<file path="config.mk">
export PLATFORM = sky130hd
export DESIGN_NAME = lcd_cmd_sequencer
export DESIGN_NICKNAME = d
export VERILOG_FILES = /design/src/rtl/lcd_cmd_sequencer.sv
export SDC_FILE = /design/constraint.sdc
export NUM_CORES = 1
export LEC_CHECK = 0
export CAP_MARGIN = 20
export CORE_AREA = 2 2 83 85
export DETAILED_ROUTE_END_ITERATION = 10
export DIE_AREA = 0 0 85 87
export GPL_ROUTABILITY_DRIVEN = 0
export GPL_TIMING_DRIVEN = 0
export PLACE_DENSITY = 0.75
export SYNTH_ARGS = -nofsm -noshare
export SYNTH_HDL_FRONTEND = slang
export SYNTH_SLANG_ARGS = --single-unit
</file>
<file path="constraint.sdc">
create_clock -name clk -period 3.25 [get_ports clk]
set_input_delay 0.8125 -clock clk [delete_from_list [all_inputs] [get_ports clk]]
set_output_delay 0.8125 -clock clk [all_outputs]
set_load 0.02 [all_outputs]
</file>
<file path="src/rtl/lcd_cmd_sequencer.sv">
// lcd_cmd_sequencer
// -----------------------------------------------------------------------------
// Schedules host commands into the LCD image-processing engine. Host opcodes
// are buffered in a DEPTH-entry FIFO and issued one at a time on lcd_cmd /
// lcd_cmd_valid whenever the engine reports lcd_busy low. Opcodes 12..15 are
// dropped and counted. Issuing opcode 0 (write image) ends the frame: the
// sequencer waits for lcd_done, pulses frame_done and then parks in FINISH
// until reset.
//
// Optional feature: define LCD_SEQ_AUTO_WRITE_EN to let the sequencer issue
// opcode 0 on its own after AW_TIMEOUT idle cycles (FIFO empty, engine idle,
// at least one command already issued).
//
// Ports:
//   clk, reset     clock, synchronous active-high reset
//   host_cmd       opcode to enqueue        host_push   enqueue strobe
//   host_full      FIFO full (registered)   host_count  FIFO occupancy
//   overflow       sticky push-while-full flag
//   lcd_cmd        opcode to engine         lcd_cmd_valid  one-cycle strobe
//   lcd_busy       engine busy              lcd_done       engine finished
//   frame_done     one-cycle completion pulse
//   drop_cnt       saturating count of dropped opcodes
//   issue_cnt      wrapping count of issued opcodes
// -----------------------------------------------------------------------------
module lcd_cmd_sequencer #(
  parameter int DEPTH      = 8,
  parameter int AW_TIMEOUT = 16
) (
  input  logic                     clk,
  input  logic                     reset,
  input  logic [3:0]               host_cmd,
  input  logic                     host_push,
  output logic                     host_full,
  output logic [$clog2(DEPTH):0]   host_count,
  output logic                     overflow,
  output logic [3:0]               lcd_cmd,
  output logic                     lcd_cmd_valid,
  input  logic                     lcd_busy,
  input  logic                     lcd_done,
  output logic                     frame_done,
  output logic [7:0]               drop_cnt,
  output logic [15:0]              issue_cnt
);

  localparam int PW = $clog2(DEPTH);
  localparam int CW = PW + 1;

  typedef enum logic [1:0] {READY, ISSUE, WAIT_DONE, FINISH} state_t;

  state_t        state, state_next;
  logic [3:0]    mem [DEPTH];
  logic [PW-1:0] rd_ptr, wr_ptr;
  logic [CW-1:0] count_next;
  logic          push_ok, empty, head_illegal;
  logic [3:0]    head;
  logic          pop, do_issue, do_drop, aw_fire;
  logic [3:0]    issue_op;

  assign push_ok      = host_push && !host_full;
  assign empty        = (host_count == CW'(0));
  assign head         = mem[rd_ptr];
  assign head_illegal = (head[3:2] == 2'b11);

`ifdef LCD_SEQ_AUTO_WRITE_EN
  localparam int IW = $clog2(AW_TIMEOUT + 1);
  logic [IW-1:0] idle_cnt;
  logic          issued_any, aw_qual;

  // Idle qualifies only in READY with nothing queued and the engine free,
  // and only once the frame has actually started.
  assign aw_qual = (state == READY) && empty && !lcd_busy && issued_any;
  assign aw_fire = aw_qual && (idle_cnt == IW'(AW_TIMEOUT - 1));

  // Idle counter: cleared by any push or issue, otherwise counts idle cycles.
  always_ff @(posedge clk) begin
    if (reset) begin
      idle_cnt   <= '0;
      issued_any <= 1'b0;
    end else begin
      if (do_issue) issued_any <= 1'b1;
      if (push_ok || do_issue) idle_cnt <= '0;
      else if (aw_qual && idle_cnt != IW'(AW_TIMEOUT)) idle_cnt <= idle_cnt + IW'(1);
    end
  end
`else
  assign aw_fire = 1'b0;
`endif

  // Next-state and per-cycle FIFO/issue decisions.
  always_comb begin
    state_next = state;
    pop        = 1'b0;
    do_issue   = 1'b0;
    do_drop    = 1'b0;
    issue_op   = head;
    case (state)
      READY: begin
        if (!empty) begin
          if (head_illegal) begin
            pop     = 1'b1;
            do_drop = 1'b1;
          end else if (!lcd_busy) begin
            pop        = 1'b1;
            do_issue   = 1'b1;
            state_next = ISSUE;
          end else begin
            state_next = READY;
          end
        end else if (aw_fire) begin
          do_issue   = 1'b1;
          issue_op   = 4'd0;
          state_next = ISSUE;
        end else begin
          state_next = READY;
        end
      end
      // lcd_cmd still holds the opcode being strobed this cycle.
      ISSUE:     state_next = (lcd_cmd == 4'd0) ? WAIT_DONE : READY;
      WAIT_DONE: state_next = lcd_done ? FINISH : WAIT_DONE;
      FINISH:    state_next = FINISH;
      default:   state_next = READY;
    endcase
  end

  // Occupancy after this cycle's push/pop.
  always_comb begin
    count_next = host_count;
    if (push_ok && !pop)      count_next = host_count + CW'(1);
    else if (!push_ok && pop) count_next = host_count - CW'(1);
    else                      count_next = host_count;
  end

  // FIFO storage; contents are discarded logically by the pointer reset.
  always_ff @(posedge clk) begin
    if (!reset && push_ok) mem[wr_ptr] <= host_cmd;
  end

  // State register, FIFO bookkeeping, counters and registered outputs.
  always_ff @(posedge clk) begin
    if (reset) begin
      state         <= READY;
      rd_ptr        <= '0;
      wr_ptr        <= '0;
      host_count    <= '0;
      host_full     <= 1'b0;
      overflow      <= 1'b0;
      lcd_cmd       <= 4'd0;
      lcd_cmd_valid <= 1'b0;
      frame_done    <= 1'b0;
      drop_cnt      <= 8'd0;
      issue_cnt     <= 16'd0;
    end else begin
      state      <= state_next;
      host_count <= count_next;
      host_full  <= (count_next == CW'(DEPTH));
      if (push_ok) wr_ptr <= wr_ptr + PW'(1);
      if (pop)     rd_ptr <= rd_ptr + PW'(1);
      if (host_push && host_full) overflow <= 1'b1;
      if (do_drop && drop_cnt != 8'hFF) drop_cnt <= drop_cnt + 8'd1;
      if (do_issue) begin
        lcd_cmd   <= issue_op;
        issue_cnt <= issue_cnt + 16'd1;
      end
      lcd_cmd_valid <= do_issue;
      frame_done    <= (state == WAIT_DONE) && lcd_done;
    end
  end

endmodule

</file>
==> flow_metrics.py, run 1 <==
metrics = {
    "status": {
        "status": "finished, final reports clean",
    },
    "final_layout": {
        "drive_above_1_share": 0.0938,
        "final_nets": 383,
        "area_delta_synth_final_pct": 22.4,
        "num-fill-cells": 494,
        "n_antenna_cell": 0,
        "final_core_util": 0.647,
        "seq_area_sq_um": 1900,
        "multi_input_area_sq_um": 1490,
    },
    "clock_network": {
        "cts.htree.levels": 3,
        "root_buffer": "clkbuf_8",
        "cts_buffers": 9,
        "insertion_delay_ns": 0.34,
        "cts_hold_buf": 0,
        "cts_tree": "built",
        "clkSlewWorstSetupHoldPaths_ns": 0.08,
        "cts_buffer_depth": 2,
        "post_cts_buffers": 0,
        "clock_sinks": 79,
    },
    "flow_run": {
        "maxCapViolations": 0,
    },
    "timing": {
        "clock_skew_ns": 0.00906,
        "min_period_over_period": 0.935,
        "fin_tns_setup_ns": 0,
        "setup_violations": 0,
        "finalWorstSetupSlack_ns": 0.213,
        "whs_ns": 0.481,
        "maxSlewViolCount": 0,
        "rsz0062_at_grt": "no",
        "finalHoldViolCount": 0,
        "max_freq_mhz": 329,
        "finalCriticalPeriod_ns": 3.04,
        "maxSlewHeadroom": 0.397,
        "worst_pin_slew_ns": 0.897,
    },
    "logic_synthesis": {
        "yosysSeqAreaShare": 0.548,
        "synth.lib_cells_used.distinct": 48,
        "ys.flop_type": "dfxtp_1",
        "syn-num-nets": 327,
        "yosys_warnings": 0,
        "ys_ff_latch": 79,
        "synth_edf_count": 32,
        "syn_area_sq_um": 3470,
        "synthCells": 312,
        "syn_avg_cell_area_sq_um": 11.1,
        "async_reset_ff_frac": 0,
    },
    "setup_path": {
        "path_buf_inv": 2,
        "cp_cell_sequence": "clkdlybuf4s50_1, nor2b_1, clkbuf_1, nand2_1, nor4_1",
        "cpPeakStageDelay_ns": 0.73,
        "worstPathRequired_ns": 3.21,
        "cpLargestDelayFamily": "simple AND/OR/NAND/NOR gates",
        "r2r_slack_ns": 0.87,
        "startpoint_type": "input pin",
        "worstSetupEndpointType": "flip-flop",
        "crit_slowest_cell": "nor4_1",
        "r2r_end": "issue_cnt[9]$_SDFFE_PP0P_",
        "critPathKind": "input pin to flip-flop",
        "crit_path_max_fanout": 10,
        "crit_arrival_ns": 3.00,
        "r2r_cells": 8,
    },
    "die": {
        "die_area_sq_um": 7400,
        "die_h_microns": 87,
        "die_x_microns": 85,
        "initial_utilization": 0.528,
        "core_sq_um": 6570,
        "design.portCount": 45,
        "rows": 30,
    },
    "power_and_ir_drop": {
        "vdd_drop_max_mv": 0.455,
        "p_total_mw": 2.87,
        "p_leak_nw": 1.45,
        "power_density_nw_per_um2": 677,
    },
    "detailed_routing": {
        "drt_iter0_drc": 123,
        "routed-via-count": 2526,
        "drc_errors": 0,
        "ant_nets": 0,
        "finalWirelength_microns": 6970,
        "firstDrtPassIters": 4,
        "avgViaCountPerCell": 5.58,
        "avgRoutedWirePerCell_microns": 15.4,
    },
    "placement": {
        "pre_cts_ws_ns": -0.323,
        "port-buffer-count": 44,
        "place_hpwl_microns": 5060,
    },
    "grt": {
        "overflow": 0,
        "grt_pass1_vias": 2347,
        "grt_start_max_net_pins": 14,
        "grtUsageTotal": 0.197,
        "grt_pass1_wl_microns": 11300,
        "antenna_found_initial": 0,
    },
    "worst_hold_path": {
        "min_path_type": "flip-flop to flip-flop",
        "hp-start": "state[0]$_SDFFE_PP0N_",
        "whs_path_depth": 1,
        "min_to": "frame_done$_SDFF_PP0_",
    },
}
-- sequential cells by signal (all words and copies together) (netlist names), named ones only --
signal and flops:
host_full 1, frame_done 1, mem 32, lcd_cmd_valid 1
drop_cnt 8, host_count 4, rd_ptr 3, wr_ptr 3
lcd_cmd 4, state 2, overflow 1, issue_cnt 16
-- kinds of logic after synthesis --
kind of cell	synth area share
AND/OR/NAND/NOR	0.183
AO/OA/AOI/OAI	0.0772
adder cells (fa/ha/maj)	0.0249
multiplexers	0.0743
flip-flops	0.548
XOR/XNOR	0.0656
buffers and inverters	0.0270
-- placed cells by master, fill, tap and decap left out, types with 3 or more instances in the layout --
master,Yosys,routed
nand3_1,10,10
a211oi_1,6,6
o21ai_0,4,4
mux2i_1,4,4
clkdlybuf4s50_1,0,44
nor4_1,5,4
and2_1,6,6
a21oi_1,10,10
buf_1,4,4
o2bb2ai_1,3,3
ha_1,6,6
xor2_1,15,15
inv_1,7,7
clkbuf_1,9,10
xnor2_1,11,11
nor2_1,48,48
dfxtp_1,47,47
nand2_1,18,18
clkbuf_8,0,10
mux4_2,6,6
edfxtp_1,32,32
nor3_1,9,9
and3_1,7,7
nand4_1,12,12
-- synth_stat cells (all sizes together), types with 2 or more instances --
| master | n | share of area |
|---|---|---|
| inv | 7 | 0.0076 |
| nor2 | 49 | 0.055 |
| nand2 | 18 | 0.019 |
| o2bb2ai | 3 | 0.0076 |
| xor2 | 15 | 0.038 |
| clkbuf | 9 | 0.0097 |
| nand4 | 12 | 0.022 |
| ha | 6 | 0.022 |
| nand3 | 10 | 0.014 |
| nor3b | 2 | 0.0043 |
| and2 | 6 | 0.011 |
| dfxtp | 47 | 0.27 |
| mux2 | 2 | 0.0087 |
| o21ai | 4 | 0.0058 |
| mux2i | 4 | 0.012 |
| nor3 | 9 | 0.013 |
| a211oi | 7 | 0.017 |
| nand2b | 2 | 0.0036 |
| mux4 | 8 | 0.054 |
| o31ai | 2 | 0.0058 |
| and4 | 2 | 0.0050 |
| nor4b | 3 | 0.0076 |
| xnor2 | 11 | 0.028 |
| and3 | 7 | 0.013 |
| nor4 | 5 | 0.0090 |
| buf | 6 | 0.0097 |
| edfxtp | 32 | 0.28 |
| a21oi | 12 | 0.022 |
-- layer usage --
metal	GRT usage	vias up	routed length, microns
met1	0.257	1211	3120
met5	0	-	0
met3	0.0436	7	323
met2	0.320	63	3440
met4	0.0779	0	86
li1	-	1245	-
-- timing repair --
item,in CTS,in global routing
resized for setup,0,3
hold endpoints to repair,0,0
endpoints found under the setup margin,0,12
-- power breakdown --
group	switching, mW	leakage, nW	total (mW)	internal [mW]
clock	0.352	0.106	0.744	0.392
sequential	0.0936	0.670	1.22	1.13
combinational	0.512	0.678	0.910	0.398
total	0.958	1.45	2.87	1.92
-- worst max-delay path by stage --
stage	startpoint	to	slack, ns	depth (start not counted)
3_3_place_gp	host_push	mem[2][1]$_DFFE_PP_	-0.25	5
2_1_floorplan	host_push	mem[2][0]$_DFFE_PP_	0.83	4
3_5_place_dp	host_push	mem[2][1]$_DFFE_PP_	-0.32	5
4_1_cts	host_push	mem[2][2]$_DFFE_PP_	0.05	5
6_report	host_push	mem[1][0]$_DFFE_PP_	0.21	5
5_1_grt	host_push	mem[1][3]$_DFFE_PP_	0.009	5
-- area by class of cell --
class | instances | area share
plain buffers | 15 | 0.0159
clock buffers | 13 | 0.0451
clock inverters | 3 | 0.00501
inverters | 7 | 0.00619
multi-input cells | 211 | 0.352
flip-flops and latches | 79 | 0.448
well taps | 80 | 0.0236
repair buffers | 45 | 0.105
-- worst register-to-register path, cell delays in order (launching register included) --
cell and delay, ns:
dfxtp_1 0.33, buf_6 0.16, mux4_2 0.50, mux2_4 0.34
a211oi_2 0.36, buf_4 0.23, nand4_1 0.12, xor2_1 0.16
nor2_1 0.05
-- metrics by stage --
stage | instance area, sq um | cells
after global placement | 4010 | 436
after detailed placement | 4010 | 436
after floorplan | 3470 | 312
final | 4250 | 453
after global routing | 4250 | 453
after CTS | 4220 | 452
No activity file was read; power rests on OpenSTA's default activity.
==> inputs of run 2 (changes only) <==
--- a/config.mk
+++ b/config.mk
@@ -6,9 +6,9 @@
 export NUM_CORES = 1
 export LEC_CHECK = 0
 export CAP_MARGIN = 20
-export CORE_AREA = 2 2 83 85
+export CORE_AREA = 4 4 85 87
 export DETAILED_ROUTE_END_ITERATION = 10
-export DIE_AREA = 0 0 85 87
+export DIE_AREA = 0 0 89 91
 export GPL_ROUTABILITY_DRIVEN = 0
 export GPL_TIMING_DRIVEN = 0
 export PLACE_DENSITY = 0.75
==> flow_metrics.py, run 2 (synthesis gave the netlist of run 1 again) <==
metrics = {
    "clock_network": {
        "cts_buffer_depth": 2,
        "root_buffer": "clkbuf_8",
        "cts_tree": "built",
        "insertion_delay_ns": 0.34,
        "clkSlewWorstSetupHoldPaths_ns": 0.08,
        "cts_buffers": 9,
        "cts_hold_buf": 0,
        "post_cts_buffers": 0,
        "cts.htree.levels": 3,
        "clock_sinks": 79,
    },
    "die": {
        "die_x_microns": 89,
        "initial_utilization": 0.547,
        "die_h_microns": 91,
        "rows": 29,
        "die_area_sq_um": 8100,
        "design.portCount": 45,
        "core_sq_um": 6350,
    },
    "placement": {
        "dp.cells": 434,
        "port-buffer-count": 44,
        "pre_cts_ws_ns": -0.427,
        "place_hpwl_microns": 5040,
    },
    "setup_path": {
        "crit_arrival_ns": 3.10,
        "endpoint": "mem[3][1]$_DFFE_PP_",
        "critPathKind": "input pin to flip-flop",
        "cp_cell_sequence": "clkdlybuf4s50_1, nor2b_1, clkbuf_1, nand2_1, nor4b_1, buf_2",
        "path_buf_inv": 3,
        "cpPeakStageDelay_ns": 0.66,
        "crit_slowest_cell": "nor4b_1",
        "r2r_cells": 8,
        "critPathLaunch": "host_push",
        "startpoint_type": "input pin",
        "worstPathRequired_ns": 3.32,
        "cpLargestDelayFamily": "buffers and inverters",
        "r2r_end": "issue_cnt[6]$_SDFFE_PP0P_",
        "crit_path_max_fanout": 10,
        "worstSetupEndpointType": "flip-flop",
        "r2r_slack_ns": 0.79,
        "worst-path-stages": 6,
    },
    "timing": {
        "worst_pin_slew_ns": 0.922,
        "max_freq_mhz": 330,
        "min_period_over_period": 0.933,
        "finalWorstSetupSlack_ns": 0.217,
        "rsz0062_at_grt": "no",
        "setup_violations": 0,
        "finalCriticalPeriod_ns": 3.03,
        "maxSlewHeadroom": 0.379,
        "clock_skew_ns": 0.00840,
        "maxSlewViolCount": 0,
        "finalHoldViolCount": 0,
    },
    "power_and_ir_drop": {
        "power_frac_seq": 0.428,
        "switchingPower_uw": 968,
        "p_leak_nw": 1.45,
        "vdd_drop_max_mv": 0.525,
        "cell_internal_pwr_mw": 1.88,
        "power_density_nw_per_um2": 675,
        "clkPwrFrac": 0.249,
        "switching_share": 0.340,
        "p_total_mw": 2.85,
        "power_frac_comb": 0.323,
    },
    "grt": {
        "grtUsageTotal": 0.180,
        "grt_pass1_wl_microns": 11300,
        "grt_pass1_vias": 2298,
        "overflow": 0,
        "antenna_found_initial": 0,
        "grt_start_max_net_pins": 15,
    },
    "detailed_routing": {
        "finalWirelength_microns": 6990,
        "avgRoutedWirePerCell_microns": 15.5,
        "firstDrtPassIters": 4,
        "ant_nets": 0,
        "avgViaCountPerCell": 5.60,
        "drt_iter0_drc": 128,
        "drc_errors": 0,
        "routed-via-count": 2533,
    },
    "final_layout": {
        "largest_register_ffs": 32,
        "layout.cells.non_filler": 452,
        "drive_above_1_share": 0.0933,
        "top_register": "mem",
        "area_delta_synth_final_pct": 21.7,
        "n_antenna_cell": 0,
        "final_nets": 385,
        "final_common_cell": "nor2_1",
        "num-fill-cells": 491,
        "layout_common_cells": "nor2_1 (48), dfxtp_1 (47), clkdlybuf4s50_1 (44), edfxtp_1 (32), nand2_1 (18)",
        "final_core_util": 0.665,
        "largest_registers": "mem: 32 flops, issue_cnt: 16 flops, drop_cnt: 8 flops",
    },
    "status": {
        "status": "finished, final reports clean",
    },
    "worst_hold_path": {
        "min_path_type": "flip-flop to flip-flop",
        "hp-start": "overflow$_SDFFE_PP0P_",
    },
    "flow_run": {
        "maxCapViolations": 0,
    },
}
==> run 2: cell count changes in the layout (fill, tap and decap cells not counted), sizes merged <==
cell / before / now
clkinv: 2 / 3
inv: 7 / 8
buf: 6 / 7
clkbuf: 23 / 21
bufinv: 0 / 1
==> run 2: cell type report <==
class | count | area [sq um] | share of cell area
Inverter | 7 | 26.3 | 0.00622
Timing Repair Buffer | 47 | 455 | 0.108
Clock inverter | 6 | 68.8 | 0.0163
Multi-Input combinational cell | 211 | 1480 | 0.351
Clock buffer | 10 | 128 | 0.0302
Buffer | 15 | 67.6 | 0.0160
Tap cell | 77 | 96.3 | 0.0228
Sequential cell | 79 | 1900 | 0.450
==> run 2: per-stage QoR <==
stage | instance area, sq um | setup TNS [ns] | hold WS, ns
after detailed placement | 4010 | -3.45 | 0.453
after floorplan | 3470 | 0 | 0.439
after CTS | 4220 | 0 | 0.473
after global placement | 4010 | -3.21 | 0.452
after global routing | 4230 | 0 | 0.493
final | 4230 | 0 | 0.466
==> run 2: power groups by stage <==
stage                     Combinational, mW  Clock (mW)  Sequential [mW]
after global routing                   1.01       0.782             1.23
after floorplan                       0.582           0             1.29
final                                 0.921       0.710             1.22
after detailed placement              0.912           0             1.24
after global placement                0.895           0             1.24
after CTS                             0.918       0.731             1.22
==> run 2: worst min-delay path by stage <==
stage | end | slack, ns | cells past startpoint
after floorplan | frame_done$_SDFF_PP0_ | 0.44 | 1
after global placement | overflow$_SDFFE_PP0P_ | 0.45 | 2
after detailed placement | overflow$_SDFFE_PP0P_ | 0.45 | 2
after CTS | overflow$_SDFFE_PP0P_ | 0.47 | 2
after global routing | overflow$_SDFFE_PP0P_ | 0.49 | 2
final | overflow$_SDFFE_PP0P_ | 0.47 | 2
==> run 2: worst register-to-register path: cells and delay by family (launching register included) <==
kind | cells | cell delay, ns
DFF | 1 | 0.32
and+or+nand+nor | 2 | 0.16
buffers and inverters | 2 | 0.60
xor gates and xnor gates | 1 | 0.17
muxes | 2 | 0.71
AOI/OAI and AO/OA | 1 | 0.38
==> run 2: repair_timing <==
| item | 4_1_cts | 5_1_grt |
|---|---|---|
| endpoints found under the setup margin | 4 | 0 |
| endpoints found under the hold margin | 0 | 0 |
| resized for setup | 1 | 0 |
==> run 2: metal layers <==
| metal | vias up | GRT usage | part of all wire | wire length, microns |
|---|---|---|---|---|
| li1 | 1250 | - | - | - |
| met1 | 1209 | 0.238 | 0.44 | 3110 |
| met2 | 66 | 0.285 | 0.49 | 3410 |
| met3 | 8 | 0.0597 | 0.055 | 386 |
| met4 | 0 | 0.0496 | 0.012 | 87 |
| met5 | - | 0 | 0 | 0 |
==> inputs of run 3 (changes only) <==
--- a/config.mk
+++ b/config.mk
@@ -12,6 +12,8 @@
 export GPL_ROUTABILITY_DRIVEN = 0
 export GPL_TIMING_DRIVEN = 0
 export PLACE_DENSITY = 0.75
+export REMOVE_ABC_BUFFERS = 1
 export SYNTH_ARGS = -nofsm -noshare
 export SYNTH_HDL_FRONTEND = slang
 export SYNTH_SLANG_ARGS = --single-unit
+export TNS_END_PERCENT = 1
==> flow_metrics.py, run 3 (synthesis gave the netlist of run 1 again) <==
metrics = {
    "clock_network": {
        "post_cts_buffers": 0,
        "root_buffer": "clkbuf_8",
        "cts_tree": "built",
        "cts_buffers": 9,
        "cts_hold_buf": 0,
        "clock_sinks": 79,
        "cts.htree.levels": 3,
        "clkSlewWorstSetupHoldPaths_ns": 0.09,
        "cts_buffer_depth": 2,
        "insertion_delay_ns": 0.37,
    },
    "setup_path": {
        "path_buf_inv": 0,
        "crit_slowest_cell": "a211oi_2",
        "critPathKind": "flip-flop to flip-flop",
        "r2r_slack_ns": 0.35,
        "worstPathRequired_ns": 3.47,
        "cpPeakStageDelay_ns": 0.69,
        "crit_arrival_ns": 3.12,
        "cp_cell_sequence": "mux4_2, mux2_4, a211oi_2, nand4_1, xor2_1, nor2_1",
        "worstSetupEndpointType": "flip-flop",
        "crit_path_max_fanout": 12,
        "startpoint_type": "flip-flop",
        "cpLargestDelayFamily": "multiplexers",
    },
    "grt": {
        "grt_start_max_net_pins": 49,
        "grt_pass1_vias": 2324,
        "grtUsageTotal": 0.183,
        "overflow": 0,
        "busiest_layer": "met2",
        "grtUsageMet3": 0.0471,
        "antenna_found_initial": 0,
        "grtUsageMet1": 0.255,
        "grt_pass1_wl_microns": 11300,
        "grtUsageMet2": 0.270,
    },
    "final_layout": {
        "final_core_util": 0.654,
        "area_delta_synth_final_pct": 19.6,
        "layout_common_cells": "nor2_1 (48), dfxtp_1 (47), clkdlybuf4s50_1 (43), edfxtp_1 (32), nand2_1 (18)",
        "n_antenna_cell": 0,
        "drive_above_1_share": 0.0980,
        "final_nets": 367,
        "num-fill-cells": 505,
        "largest_register_ffs": 32,
        "top_register": "mem",
        "final_common_cell": "nor2_1",
        "largest_registers": "mem: 32 flops, issue_cnt: 16 flops, drop_cnt: 8 flops",
    },
    "die": {
        "die_area_sq_um": 8100,
        "die_x_microns": 89,
        "rows": 29,
        "design.portCount": 45,
        "core_sq_um": 6350,
        "die_h_microns": 91,
        "initial_utilization": 0.547,
    },
    "detailed_routing": {
        "finalWirelength_microns": 6750,
        "drt_iter0_drc": 106,
        "avgViaCountPerCell": 5.58,
        "firstDrtPassIters": 6,
        "avgRoutedWirePerCell_microns": 15.6,
        "ant_nets": 0,
        "routed-via-count": 2420,
        "drc_errors": 0,
    },
    "timing": {
        "max_freq_mhz": 345,
        "worst_pin_slew_ns": 1.09,
        "rsz0062_at_grt": "no",
        "maxSlewViolCount": 0,
        "finalHoldViolCount": 0,
        "min_period_over_period": 0.892,
        "fin_tns_setup_ns": 0,
        "whs_ns": 0.474,
        "setup_violations": 0,
        "finalCriticalPeriod_ns": 2.90,
        "clock_skew_ns": 0.0127,
        "maxSlewHeadroom": 0.266,
    },
    "power_and_ir_drop": {
        "vdd_drop_max_mv": 0.423,
        "switching_share": 0.360,
        "switchingPower_mw": 1.02,
        "power_frac_seq": 0.443,
        "cell_internal_pwr_mw": 1.81,
        "power_density_nw_per_um2": 681,
        "clkPwrFrac": 0.251,
        "power_frac_comb": 0.306,
        "p_total_mw": 2.83,
        "p_leak_nw": 1.41,
    },
    "worst_hold_path": {
        "min_path_type": "flip-flop to flip-flop",
    },
    "status": {
        "status": "finished, final reports clean",
    },
    "flow_run": {
        "maxCapViolations": 0,
    },
    "placement": {
        "place_hpwl_microns": 4640,
        "port-buffer-count": 44,
    },
}
run 3: repair_timing:
action                                 CTS  global route
setup endpoints to repair                8             8
cloned                                   0             0
endpoints found under the hold margin    0             0
gates resized for setup                  2             2
run 3: final timing paths:
check / start / to / cells past startpoint
max: flip-flop / issue_cnt[9]$_SDFFE_PP0P_ / 6
min: overflow$_SDFFE_PP0P_ / overflow$_SDFFE_PP0P_ / 2
max reg2reg: flip-flop / issue_cnt[9]$_SDFFE_PP0P_ / 6
min reg2reg: overflow$_SDFFE_PP0P_ / overflow$_SDFFE_PP0P_ / 2
run 3: layer usage:
metal  part of all wire  up-vias
met5                  0        -
met4              0.017        0
met3              0.057       11
met2               0.47       55
met1               0.46     1140
li1                   -     1214
run 3: cell type report:
cell class / count / area [sq um] / share of cell area
Clock inverter: 7 / 70.1 / 0.0169
Clock buffer: 9 / 124 / 0.0298
Multi-Input combinational cell: 211 / 1500 / 0.361
Tap cell: 77 / 96.3 / 0.0232
Sequential cell: 79 / 1900 / 0.458
Inverter: 7 / 26.3 / 0.00633
Timing Repair Buffer: 44 / 435 / 0.105
run 3: power groups by stage:
stage / clock network [mW] / registers [mW] / logic [mW]
after floorplan: 0 / 1.32 / 0.535
after global placement: 0 / 1.27 / 0.839
after detailed placement: 0 / 1.28 / 0.856
after CTS: 0.727 / 1.25 / 0.863
after global routing: 0.773 / 1.27 / 0.950
final: 0.711 / 1.25 / 0.864
run 3: stage by stage:
step                setup WS, ns  cells  cell area [sq um]
floorplan                  0.756    297               3400
global placement          -0.685    418               3940
detailed placement        -0.452    418               3940
CTS                      0.00313    434               4140
global route               0.148    434               4150
finish                     0.350    434               4150
run 3: worst register-to-register path, delay by kind of cell (launching register included):
| family | cells | cell delay, ns |
|---|---|---|
| AOI/OAI and AO/OA | 1 | 0.69 |
| and+or+nand+nor | 2 | 0.29 |
| muxes | 2 | 0.92 |
| xor gates and xnor gates | 1 | 0.19 |
| DFF | 1 | 0.67 |
